==> config.mk <==
export PLATFORM = sky130hd
export DESIGN_NAME = rf_wb_ctrl
export DESIGN_NICKNAME = d
export VERILOG_FILES = /design/src/rtl/rv32_pkg.sv /design/src/rtl/rr_arbiter.sv /design/src/rtl/rf_wb_ctrl.sv
export SDC_FILE = /design/constraint.sdc
export NUM_CORES = 1
export LEC_CHECK = 0
export ABC_CLOCK_PERIOD_IN_PS = 8500
export CAP_MARGIN = 25
export CELL_PAD_IN_SITES_DETAIL_PLACEMENT = 2
export CELL_PAD_IN_SITES_GLOBAL_PLACEMENT = 2
export CORE_ASPECT_RATIO = 0.7
export CORE_UTILIZATION = 28
export CTS_CLUSTER_DIAMETER = 100
export DETAILED_ROUTE_END_ITERATION = 7
export PLACE_DENSITY_LB_ADDON = 0.2
export SLEW_MARGIN = 20
export SYNTH_ARGS = -nofsm -noshare
export SYNTH_HDL_FRONTEND = slang
export SYNTH_SLANG_ARGS = --single-unit
==> constraint.sdc <==
create_clock -name clk -period 8.5 [get_ports clk]
set_input_delay 0.85 -clock clk [delete_from_list [all_inputs] [get_ports clk]]
set_output_delay 0.85 -clock clk [all_outputs]
set_load 0.02 [all_outputs]
==> src/rtl/rv32_pkg.sv <==
// Shared RV32 core definitions: register address type, datapath width and
// the writeback requester indices.
package rv32_pkg;
    typedef logic [4:0] regaddr_t;

    localparam int XLEN   = 32;
    localparam int NREQ   = 3;
    localparam int WB_ALU = 0;
    localparam int WB_LSU = 1;
    localparam int WB_CSR = 2;
endpackage

==> src/rtl/rr_arbiter.sv <==
// Round-robin arbiter: one-hot grant to the first requester at or after the
// pointer; the pointer moves to one past the winner when the grant is used.
module rr_arbiter #(
    parameter int NREQ = 3
) (
    input  logic            clk,
    input  logic            rst,
    input  logic [NREQ-1:0] req,
    input  logic            advance,
    output logic [NREQ-1:0] gnt
);
    localparam int PW = (NREQ > 1) ? $clog2(NREQ) : 1;

    logic [PW-1:0] r_ptr;
    logic [PW-1:0] w_ptr_nxt;
    int            w_best;
    int            w_best_d;
    int            w_dist;

    // Pick the valid requester with the smallest rotational distance from r_ptr.
    always_comb begin
        w_best    = -1;
        w_best_d  = NREQ;
        w_dist    = 0;
        gnt       = '0;
        w_ptr_nxt = r_ptr;
        for (int i = 0; i < NREQ; i++) begin
            w_dist = i - int'(r_ptr);
            if (w_dist < 0) w_dist = w_dist + NREQ;
            if (req[i] && (w_dist < w_best_d)) begin
                w_best   = i;
                w_best_d = w_dist;
            end
        end
        for (int i = 0; i < NREQ; i++) begin
            if (i == w_best) begin
                gnt[i]    = 1'b1;
                w_ptr_nxt = (i == NREQ - 1) ? '0 : PW'(i + 1);
            end
        end
    end

    always_ff @(posedge clk) begin
        if (rst) begin
            r_ptr <= '0;
        end else if (advance) begin
            r_ptr <= w_ptr_nxt;
        end
    end
endmodule

==> src/rtl/rf_wb_ctrl.sv <==
// Register-file writeback controller: shares the single write port among the
// writeback units and tracks outstanding writes for decode hazard stalls.
module rf_wb_ctrl
    import rv32_pkg::regaddr_t;
#(
    parameter int NREQ = rv32_pkg::NREQ,
    parameter int XLEN = rv32_pkg::XLEN
) (
    input  logic                      clk,
    input  logic                      rst,
    input  logic [NREQ-1:0]           req_valid,
    input  regaddr_t [NREQ-1:0]       req_rd,
    input  logic [NREQ-1:0][XLEN-1:0] req_data,
    output logic [NREQ-1:0]           req_ready,
    input  logic                      issue_valid,
    input  regaddr_t                  issue_rs1,
    input  regaddr_t                  issue_rs2,
    input  regaddr_t                  issue_rd,
    input  logic                      issue_wb,
    output logic                      hazard,
    output logic                      rf_wr,
    output regaddr_t                  rf_rd,
    output logic [XLEN-1:0]           rf_wrdata,
    output logic [30:0]               pending
);
    logic [NREQ-1:0] w_gnt;
    logic            w_accept;
    regaddr_t        w_sel_rd;
    logic [XLEN-1:0] w_sel_data;
    logic            w_issue_acc;
    logic [31:0]     w_set;
    logic [31:0]     w_clr;
    logic [31:0]     r_pend;
    logic            r_wr_p1;
    regaddr_t        r_rd_p1;
    logic [XLEN-1:0] r_wrdata_p1;

    rr_arbiter #(.NREQ(NREQ)) u_arb (
        .clk     (clk),
        .rst     (rst),
        .req     (req_valid),
        .advance (w_accept),
        .gnt     (w_gnt)
    );

    assign req_ready = w_gnt;
    assign w_accept  = |(req_valid & w_gnt);

    always_comb begin
        w_sel_rd   = '0;
        w_sel_data = '0;
        for (int i = 0; i < NREQ; i++) begin
            if (w_gnt[i]) begin
                w_sel_rd   = req_rd[i];
                w_sel_data = req_data[i];
            end
        end
    end

    // Bit 0 of r_pend is held at zero, so indexing it directly gives P(0) = 0.
    assign hazard      = issue_valid && (r_pend[issue_rs1] || r_pend[issue_rs2] ||
                                         (issue_wb && r_pend[issue_rd]));
    assign w_issue_acc = issue_valid && !hazard;
    assign w_set       = (w_issue_acc && issue_wb) ? (32'd1 << issue_rd) : '0;
    assign w_clr       = r_wr_p1 ? (32'd1 << r_rd_p1) : '0;

    // Set is applied after clear so a newer outstanding write keeps its bit.
    always_ff @(posedge clk) begin
        if (rst) begin
            r_pend <= '0;
        end else begin
            r_pend <= ((r_pend & ~w_clr) | w_set) & ~32'd1;
        end
    end

    // ---- write stage p1: registered register-file port ----
    always_ff @(posedge clk) begin
        if (rst) begin
            r_wr_p1     <= 1'b0;
            r_rd_p1     <= '0;
            r_wrdata_p1 <= '0;
        end else begin
            r_wr_p1 <= w_accept && (w_sel_rd != '0);
            if (w_accept) begin
                r_rd_p1     <= w_sel_rd;
                r_wrdata_p1 <= w_sel_data;
            end
        end
    end

    assign rf_wr     = r_wr_p1;
    assign rf_rd     = r_rd_p1;
    assign rf_wrdata = r_wrdata_p1;
    assign pending   = r_pend[31:1];
endmodule

# --- Word level (Yosys, flattened, before mapping) ---
# Cells that the tools add are included.
op_classes:
  n_bitwise: 4
  n_lt_le_gt_ge: 9
  n_shift: 2
  n_mux: 28
  add_sub_neg: 6
  reduce_logical: 16
  eq_ne: 2
ops:
  columns: ["operator", "n"]
  rows:
  - ["32-bit 2-to-1 mux", 13]
  - ["32-bit by 3-bit adder with 32-bit output (second input constant)", 3]
  - ["32-bit by 1-bit < comparator with 1-bit output (second input constant)", 3]
  - ["32-bit < comparator", 2]
  - ["1-bit by 5-bit left shift with 32-bit output (first input constant)", 2]
  - ["32-bit bitwise AND", 1]
  - ["2-bit by 32-bit equality test with 1-bit output (first input constant)", 1]
  - ["3-bit by 32-bit equality test with 1-bit output (first input constant)", 1]
  - ["32-bit logical NOT", 1]
  - ["32-bit by 3-bit < comparator with 1-bit output (second input constant)", 1]
  - ["32-bit inverter", 1]
  - ["32-bit OR", 1]
  - ["5-bit by 6-bit < comparator with 1-bit output (second input constant)", 3]
  - ["1-bit binary-select mux with 5-bit select", 3]
  - ["5-bit 2-to-1 mux", 3]
  - ["1-bit logical AND", 8]
  - ["1-bit 2-to-1 mux", 6]
  - ["2-bit 2-to-1 mux", 3]
  - ["1-bit by 2-bit subtractor with 3-bit output (first input constant)", 2]
  - ["5-bit nonzero test", 1]
  - ["3-bit bitwise AND", 1]
  - ["3-bit nonzero test", 1]
  - ["3-bit OR reduction", 1]
  - ["2-bit by 2-bit subtractor with 3-bit output (first input constant)", 1]
  - ["other kinds (3)", 4]
totals:
  out_inout_bits: 73
  ff_bits: 72

# --- Logic depth before layout (Yosys ltp) ---
# Gate-level depths: netlist (run 1).
depth:
  depth_word: 19
  ltp_mapped: 19

# --- Cells and area by module ---
# A second synthesis (run 1) with hierarchy kept.
unflattened:
  cells_unflattened: 658
  hier_area_um2: 4969.8
modules_own_cells:
  columns: ["module", "seq_area_each_um2", "area_each_um2", "n_inst", "cells_each"]
  rows:
  - ["rf_wb_ctrl", 1381.3, 4506.8, 1, 604]
  - ["rr_arbiter", 40.0, 462.9, 1, 54]

# --- Worst setup path before layout (run 1) ---
# OpenSTA, ideal clock, no wires.
synth_timing:
  path_type: "input -> output"
  start: "input port req_valid[0]"
  end: "output port req_ready[0]"
  arrival_time_ns: 4.144
  stages: 17
  path_slack_ns: 3.506
  t_required_ns: 7.650
  path_cell_list: "nor2b_1 ha_1 or2_2 o311a_1 o21a_1 clkbuf_1 nor2_1 nand2_1 ha_1 o21ai_0 a21oi_1 nor4b_1 o21ai_0 a31oi_1 clkbuf_1 buf_1 nor2_1"
synth_between:
  elab_chain_len: 10
synth_rtl:
  columns: ["element", "line", "rtl"]
  rows:
  - ["start, declared", "rf_wb_ctrl.sv:11", "input logic [NREQ-1:0] req_valid,"]
  - ["1-bit logical AND *", "rr_arbiter.sv:30", "if (req[i] && (w_dist < w_best_d)) begin"]
  - ["32-bit 2-to-1 mux", "rr_arbiter.sv:30", null]
  - ["32-bit < comparator", "rr_arbiter.sv:30", null]
  - ["1-bit logical AND", "rr_arbiter.sv:30", null]
  - ["32-bit 2-to-1 mux", "rr_arbiter.sv:30", null]
  - ["32-bit < comparator", "rr_arbiter.sv:30", null]
  - ["1-bit logical AND", "rr_arbiter.sv:30", null]
  - ["32-bit 2-to-1 mux *", "rr_arbiter.sv:30", null]
  - ["32-bit logical NOT *", "rr_arbiter.sv:36", "if (i == w_best) begin"]
  - ["1-bit 2-to-1 mux *", "rr_arbiter.sv:36", null]
  - ["end, declared", "rf_wb_ctrl.sv:14", "output logic [NREQ-1:0] req_ready,"]
# Mark *: on every way between the ends. The rest lies on a longest branch, timed or not.

# --- Worst setup path in the final report (run 1) ---
layout_timing:
  start: "input port req_valid[0]"
  end: "output port req_ready[2]"
layout_between:
  elab_chain_len: 10
layout_rtl:
  columns: ["element", "line"]
  rows:
  - ["1-bit logical AND *", "rr_arbiter.sv:30"]
  - ["32-bit 2-to-1 mux", "rr_arbiter.sv:30"]
  - ["32-bit < comparator", "rr_arbiter.sv:30"]
  - ["1-bit logical AND", "rr_arbiter.sv:30"]
  - ["32-bit 2-to-1 mux", "rr_arbiter.sv:30"]
  - ["32-bit < comparator", "rr_arbiter.sv:30"]
  - ["1-bit logical AND", "rr_arbiter.sv:30"]
  - ["32-bit 2-to-1 mux *", "rr_arbiter.sv:30"]
  - ["3-bit by 32-bit equality test with 1-bit output *", "rr_arbiter.sv:36"]
  - ["1-bit 2-to-1 mux *", "rr_arbiter.sv:36"]
# Marked as above.

==> tab_implementation.tex, run 1 <==
\begin{tabular}{lr}
\hline
Metric & Value \\
\hline
\multicolumn{2}{l}{\textbf{Outcome}} \\
\quad Result of the run & complete, no violations \\
\multicolumn{2}{l}{\textbf{Detailed routing}} \\
\quad Vias after detailed routing & 5482 \\
\quad 1st-pass router iterations & 4 \\
\quad Average vias per placed instance & 5.49 \\
\quad Number of routed nets with antenna violations & 0 \\
\quad DRC & 0 \\
\quad Violation count after the first detailed-routing iteration & 259 \\
\quad Average detailed-routed wire length per instance & 23.4 um \\
\quad Wire length reported by the detailed router & 23300 um \\
\multicolumn{2}{l}{\textbf{Pwr}} \\
\quad Power share of the clock group & 0.388 \\
\quad Sequential Power Share & 0.325 \\
\quad Power Internal & 0.000829 W \\
\quad Switching power & 0.000343 W \\
\quad Pwr Density & 146 nW/um2 \\
\quad Highest ir drop seen on vdd & 109 uV \\
\quad Switching share of power & 0.293 \\
\quad Leakage & 3.03 nW \\
\quad Part of the total power dissipated in combinational logic & 0.286 \\
\multicolumn{2}{l}{\textbf{STA}} \\
\quad F\_max & 177 MHz \\
\quad RSZ-0062 raised after global routing & no \\
\quad Post-Route Hold Slack & 552 ps \\
\quad Slew @ Worst Pin & 971 ps \\
\quad Tmin final & 5640 ps \\
\quad Largest clock skew in the final design & 10.7 ps \\
\quad Remaining max-slew budget at the tightest pin & 0.353 \\
\quad Slew Limit Fails & 0 \\
\quad Setup-violating endpoint count in the final report & 0 \\
\quad Ratio of final minimum period to clock period & 0.663 \\
\quad Setup TNS & 0 ps \\
\quad Final Hold Viols & 0 \\
\multicolumn{2}{l}{\textbf{Setup path}} \\
\quad Setup slack on the worst flop-to-flop path & 3850 ps \\
\quad Setup crit end kind & output pin \\
\quad CP required & 7650 ps \\
\quad CP max stage delay & 650 ps \\
\quad Dominant cell type by count on the critical path & nand2\_1 \\
\quad Worst endpoint data arrival time & 4790 ps \\
\quad Critical Path Start Type & input port \\
\quad Type of the setup path with the least slack & in -> out \\
\quad Cells on worst reg2reg path & 18 \\
\quad Cells along the critical path & clkdlybuf4s50\_1 -> nor2b\_1 -> ha\_1 -> or2\_2 -> o311a\_1 -> o21ai\_0 -> nand2\_1 -> buf\_4 -> nand2\_1 -> o21ai\_0 -> ha\_1 -> nand2\_1 -> and4\_1 -> o211ai\_1 -> a31oi\_4 -> clkdlybuf4s50\_1 \\
\quad Largest fanout on the critical path & 42 \\
\quad Slowest cell on crit path & clkdlybuf4s50\_1 \\
\multicolumn{2}{l}{\textbf{Placed design}} \\
\quad Count of buffers from port buffering & 205 \\
\quad Post-DP HPWL & 17300 um \\
\quad Final Wtd Congestion & 0.874 \\
\quad Placed standard-cell area & 7620 um2 \\
\multicolumn{2}{l}{\textbf{Logic synthesis}} \\
\quad Number of warning messages in the yosys log & 0 \\
\quad Syn Area/Cell & 9.39 um2 \\
\quad Largest area contributor in the synthesized netlist & dfxtp\_1 \\
\quad Cell area after technology mapping & 5410 um2 \\
\quad Total of flip-flops plus latches after synthesis & 71 \\
\quad Most used DFF post-synth & dfxtp\_1 \\
\quad Number of enable-type register cells in the synthesized netlist & 0 \\
\quad Fraction of registers with async set/reset & 0 \\
\quad Unique masters post-synth & 51 \\
\quad Post-synth top area share & 0.263 \\
\quad Cells after synthesis & 576 \\
\quad Area contributors post-synth & dfxtp\_1, mux2i\_1, mux4\_2 \\
\quad Sequential fraction of the synthesis area & 0.263 \\
\multicolumn{2}{l}{\textbf{Clocking}} \\
\quad CTS sink count & 71 \\
\quad Clock slew at the register clock pins of the worst setup and hold paths & 60 ps \\
\quad Maximum clock path buffer count & 2 \\
\quad Num CTS Buffers & 9 \\
\quad CTS tree & done \\
\quad Clock latency at the later pin of the worst-skew pair & 330 ps \\
\quad CTS Root Cell & clkbuf\_16 \\
\quad Number of levels the H-tree was split into & 3 \\
\quad Post-CTS Hold Fix Bufs & 0 \\
\quad CTS resizes & 0 \\
\quad Post-CTS setup buffer count & 0 \\
\multicolumn{2}{l}{\textbf{Die}} \\
\quad IO Count & 206 \\
\quad Initial Utilization & 0.286 \\
\quad Row count & 42 \\
\quad Chip width & 168 um \\
\quad Die Footprint & 19900 um2 \\
\quad Die Ht & 118 um \\
\quad Placeable core region & 18900 um2 \\
\multicolumn{2}{l}{\textbf{Final layout}} \\
\quad Layout cells sized above 1 & 0.0913 \\
\quad Net total in the final layout & 900 \\
\quad Area overhead of the layout relative to synthesis & 47.9\% \\
\quad Most common library cell in the layout ignoring fill and taps & clkdlybuf4s50\_1 \\
\quad Total inserted antenna cells & 0 \\
\quad Finished Core Util & 0.423 \\
\quad Commonest cells after routing, fill and taps aside & clkdlybuf4s50\_1, mux2i\_1, dfxtp\_1 \\
\quad Post-route design area & 8000 um2 \\
\multicolumn{2}{l}{\textbf{Global routing}} \\
\quad Global-route wire length before repair & 36300 um \\
\quad Maximum number of pins on one net before global-route repair & 112 \\
\quad Remaining global-route overflow & 0 \\
\quad Vias in the first global route & 6074 \\
\quad Overall global routing resource usage & 0.238 \\
\quad Initial antenna violation count & 0 \\
\multicolumn{2}{l}{\textbf{Run}} \\
\quad Max cap viols & 0 \\
\multicolumn{2}{l}{\textbf{Min path}} \\
\quad Hold crit path type & reg -> reg \\
\quad Cell depth of the worst hold path & 2 \\
\hline
\end{tabular}
## flip-flops by register name (all words and copies together) (netlist names)
name         cells
rf_wrdata       32
rf_wr            1
r_pend          31
rf_rd            5
u_arb.r_ptr      2
## path summary, 6_finish.rpt
path / startpoint / to
worst max register to register: u_arb.r_ptr[1]$_SDFFE_PP0P_ / rf_wrdata[4]$_SDFFE_PP0P_
worst min-delay path: r_pend[9]$_SDFF_PP0_ / r_pend[9]$_SDFF_PP0_
worst min register to register: r_pend[9]$_SDFF_PP0_ / r_pend[9]$_SDFF_PP0_
worst max-delay path: req_valid[0] / req_ready[2]
## cells in the mapped netlist (3+ instances only)
cell type,instances
mux2i_1,82
dfxtp_1,71
nor3_1,43
clkbuf_1,41
nand2b_1,41
a211o_1,37
nand2_1,31
o21ai_0,27
nor2b_1,23
nand3b_1,20
o41ai_1,20
mux4_2,19
ha_1,16
o41ai_2,12
nor2_1,10
buf_2,9
inv_1,7
nor3b_1,6
a21oi_1,5
nand3_1,5
or2_2,4
buf_1,3
mux2_2,3
mux4_1,3
or4_1,3
## layout make-up
type	count	area, um2
repair buffers	213	2130
well taps	242	303
fillers	1998	10900
clock buffers	11	253
inverters	7	26.3
multi-input cells	449	3770
clock inverters	5	104
flip-flops and latches	71	1420
## through the flow
step                      power (W)  std cells  setup slack (ps)
final                       0.00117        998              2860
after global routing        0.00122        998              2630
after CTS                   0.00118        997              2850
after detailed placement   0.000721        981              2870
after global placement     0.000710        981              3020
after floorplan            0.000556        583              3510
## worst max-delay path: cells and delay by family
kind | cells | cell delay [ps]
AO/OA/AOI/OAI | 5 | 860
buffers and inverters | 3 | 1450
adder cells (fa/ha/maj) | 2 | 620
AND/OR/NAND/NOR | 6 | 990
## cells by family after synthesis
group	after synthesis	share of synthesized area
DFF	71	0.263
other	2	0.00139
AOI/OAI and AO/OA	117	0.183
muxes	107	0.252
buffers and inverters	63	0.0506
and+or+nand+nor	200	0.214
adders and majority gates	16	0.0370
## metal layers
metal	share of wire	global-route usage	up-vias
met5	0	0	-
met4	0.0049	0.0364	0
met3	0.070	0.0633	8
met2	0.45	0.373	175
met1	0.47	0.333	2774
li1	-	-	2525
## power by group through the flow
stage | Sequential [W] | Clock (W) | Combinational (W)
2_1_floorplan | 0.000406 | 0 | 0.000150
3_3_place_gp | 0.000386 | 0 | 0.000324
3_5_place_dp | 0.000388 | 0 | 0.000333
4_1_cts | 0.000381 | 0.000467 | 0.000336
5_1_grt | 0.000384 | 0.000481 | 0.000359
6_report | 0.000381 | 0.000455 | 0.000336
(Power assumes the default switching activity.)
==> inputs of run 2 (changes only) <==
Settings changed: ABC_CLOCK_PERIOD_IN_PS 8500 to 5700, CORE_UTILIZATION 28 to 26.
Clock period 8.5 ns to 5.7 ns, I/O delays scaled along.
==> tab_implementation.tex, run 2 (synthesis gave the netlist of run 1 again) <==
\begin{tabular}{lr}
\hline
Metric & Value \\
\hline
\multicolumn{2}{l}{\textbf{Outcome}} \\
\quad Result of the run & complete, no violations \\
\multicolumn{2}{l}{\textbf{Clocking}} \\
\quad CTS sink count & 71 \\
\quad Post-CTS Hold Fix Bufs & 0 \\
\quad CTS Root Cell & clkbuf\_16 \\
\quad CTS resizes & 0 \\
\quad Number of levels the H-tree was split into & 3 \\
\quad Num CTS Buffers & 9 \\
\quad Maximum clock path buffer count & 2 \\
\quad Post-CTS setup buffer count & 0 \\
\quad Clock latency at the later pin of the worst-skew pair & 340 ps \\
\quad CTS tree & done \\
\quad Clock slew at the register clock pins of the worst setup and hold paths & 60 ps \\
\multicolumn{2}{l}{\textbf{Placed design}} \\
\quad Placed standard-cell area & 7660 um2 \\
\quad Final Wtd Congestion & 0.864 \\
\quad Count of buffers from port buffering & 205 \\
\quad Post-DP HPWL & 17800 um \\
\multicolumn{2}{l}{\textbf{Pwr}} \\
\quad Highest ir drop seen on vdd & 167 uV \\
\quad Pwr Density & 213 nW/um2 \\
\quad Leakage & 3.00 nW \\
\multicolumn{2}{l}{\textbf{Detailed routing}} \\
\quad Violation count after the first detailed-routing iteration & 226 \\
\quad Wire length reported by the detailed router & 23500 um \\
\quad Average vias per placed instance & 5.37 \\
\quad Vias after detailed routing & 5507 \\
\quad DRC & 0 \\
\quad Average detailed-routed wire length per instance & 22.9 um \\
\quad Number of routed nets with antenna violations & 0 \\
\quad 1st-pass router iterations & 4 \\
\multicolumn{2}{l}{\textbf{STA}} \\
\quad Remaining max-slew budget at the tightest pin & 0.348 \\
\quad Ratio of final minimum period to clock period & 0.874 \\
\quad Slew Limit Fails & 0 \\
\quad RSZ-0062 raised after global routing & no \\
\quad Post-Route Hold Slack & 568 ps \\
\quad Setup TNS & 0 ps \\
\quad Final Hold Viols & 0 \\
\quad Slew @ Worst Pin & 978 ps \\
\quad Setup-violating endpoint count in the final report & 0 \\
\quad Tmin final & 4980 ps \\
\quad Largest clock skew in the final design & 5.97 ps \\
\quad F\_max & 201 MHz \\
\multicolumn{2}{l}{\textbf{Setup path}} \\
\quad Cells along the critical path & inv\_1 -> ha\_1 -> nor2b\_1 -> ha\_1 -> or2\_2 -> o311a\_1 -> o21a\_1 -> nor2\_1 -> nand2\_1 -> ha\_1 -> o21ai\_0 -> a21oi\_1 -> nor4b\_1 -> o21ai\_0 -> a31oi\_4 -> clkdlybuf4s50\_1 \\
\quad Buffers plus inverters on the worst setup path & 2 \\
\quad Origin of the critical flop-to-flop path & u\_arb.r\_ptr[1]\$\_SDFFE\_PP0P\_ \\
\quad Slowest cell on crit path & clkdlybuf4s50\_1 \\
\quad Top cell family by delay on the critical path & simple AND/OR/NAND/NOR gates \\
\quad Largest fanout on the critical path & 5 \\
\quad Type of the setup path with the least slack & reg -> out \\
\quad CP max stage delay & 640 ps \\
\quad Setup crit end kind & output pin \\
\quad Worst endpoint data arrival time & 4410 ps \\
\quad End of the worst register-to-register path & rf\_wrdata[21]\$\_SDFFE\_PP0P\_ \\
\quad Cells on worst reg2reg path & 17 \\
\quad CP required & 5130 ps \\
\quad Dominant cell type by count on the critical path & ha\_1 \\
\quad Critical Path Start Type & flop \\
\quad Setup slack on the worst flop-to-flop path & 1210 ps \\
\multicolumn{2}{l}{\textbf{Min path}} \\
\quad Cell depth of the worst hold path & 2 \\
\quad Hold crit path type & reg -> reg \\
\quad Worst Hold End & r\_pend[4]\$\_SDFF\_PP0\_ \\
\quad Hold Startpoint & r\_pend[4]\$\_SDFF\_PP0\_ \\
\multicolumn{2}{l}{\textbf{Die}} \\
\quad Die Footprint & 21400 um2 \\
\quad Placeable core region & 20100 um2 \\
\quad Chip width & 174 um \\
\quad IO Count & 206 \\
\quad Row count & 43 \\
\quad Die Ht & 123 um \\
\quad Initial Utilization & 0.269 \\
\multicolumn{2}{l}{\textbf{Global routing}} \\
\quad Maximum number of pins on one net before global-route repair & 79 \\
\quad Global-route wire length before repair & 36000 um \\
\quad Overall global routing resource usage & 0.221 \\
\quad Remaining global-route overflow & 0 \\
\quad Initial antenna violation count & 1 \\
\quad Vias in the first global route & 5963 \\
\multicolumn{2}{l}{\textbf{Final layout}} \\
\quad Number of flip-flops under the largest register name & 32 \\
\quad Most common library cell in the layout ignoring fill and taps & clkdlybuf4s50\_1 \\
\quad Commonest cells after routing, fill and taps aside & clkdlybuf4s50\_1, mux2i\_1, dfxtp\_1 \\
\quad Filler Cells Inserted & 2166 \\
\quad Finished Core Util & 0.397 \\
\quad Net total in the final layout & 900 \\
\quad Total inserted antenna cells & 0 \\
\quad Area overhead of the layout relative to synthesis & 47.6\% \\
\quad Layout cells sized above 1 & 0.0899 \\
\quad Post-route design area & 7990 um2 \\
\multicolumn{2}{l}{\textbf{Run}} \\
\quad Max cap viols & 0 \\
\hline
\end{tabular}
-- run 2: cell types whose count changed in the layout (fill, tap and decap cells not counted) --
cell,previous run,this run
clkbuf_1,0,1
clkinvlp_4,0,1
buf_16,1,0
buf_4,7,8
bufinv_16,3,2
clkbuf_8,2,1
-- run 2: cell type report --
class | instances | area (um2) | area share
clock buffers | 11 | 243 | 0.0304
inverters | 7 | 26.3 | 0.00329
repair buffers | 213 | 2110 | 0.264
flip-flops and latches | 71 | 1420 | 0.178
well taps | 270 | 338 | 0.0423
multi-input cells | 449 | 3770 | 0.472
clock inverters | 5 | 81.3 | 0.0102
-- run 2: report_power, final --
| part | internal (W) | switching, W |
|---|---|---|
| clock network | 0.000396 | 0.000236 |
| logic | 0.000250 | 0.000250 |
| registers | 0.000533 | 0.0000352 |
-- run 2: worst max path at each step --
stage	slack, ps	depth (start not counted)	start	to
finish	720	16	u_arb.r_ptr[1]$_SDFFE_PP0P_	req_ready[2]
global route	390	17	u_arb.r_ptr[1]$_SDFFE_PP0P_	req_ready[0]
CTS	700	17	u_arb.r_ptr[1]$_SDFFE_PP0P_	req_ready[0]
detailed placement	780	16	req_valid[0]	req_ready[2]
global placement	930	16	req_valid[0]	req_ready[2]
floorplan	1190	19	u_arb.r_ptr[1]$_SDFFE_PP0P_	req_ready[0]
-- run 2: tightest hold or removal path, delay by kind of cell, from the launching register on --
family	cells	cell delay [ps]
flip-flops	1	350
AND/OR/NAND/NOR	1	100
AO/OA/AOI/OAI	1	60
-- run 2: layer usage --
metal  GRT usage  wire length (um)  up-vias
li1            -                 -     2527
met3      0.0737              1660       18
met2       0.351             10600      167
met1       0.292             11000     2793
met5           0                13        -
met4      0.0477               251        2
-- run 2: stage by stage --
| stage | setup WS (ps) | power [W] | std cells |
|---|---|---|---|
| detailed placement | 778 | 0.00108 | 1010 |
| global placement | 926 | 0.00106 | 1010 |
| finish | 715 | 0.00170 | 1026 |
| floorplan | 1190 | 0.000829 | 583 |
| CTS | 696 | 0.00173 | 1026 |
| global route | 391 | 0.00178 | 1026 |
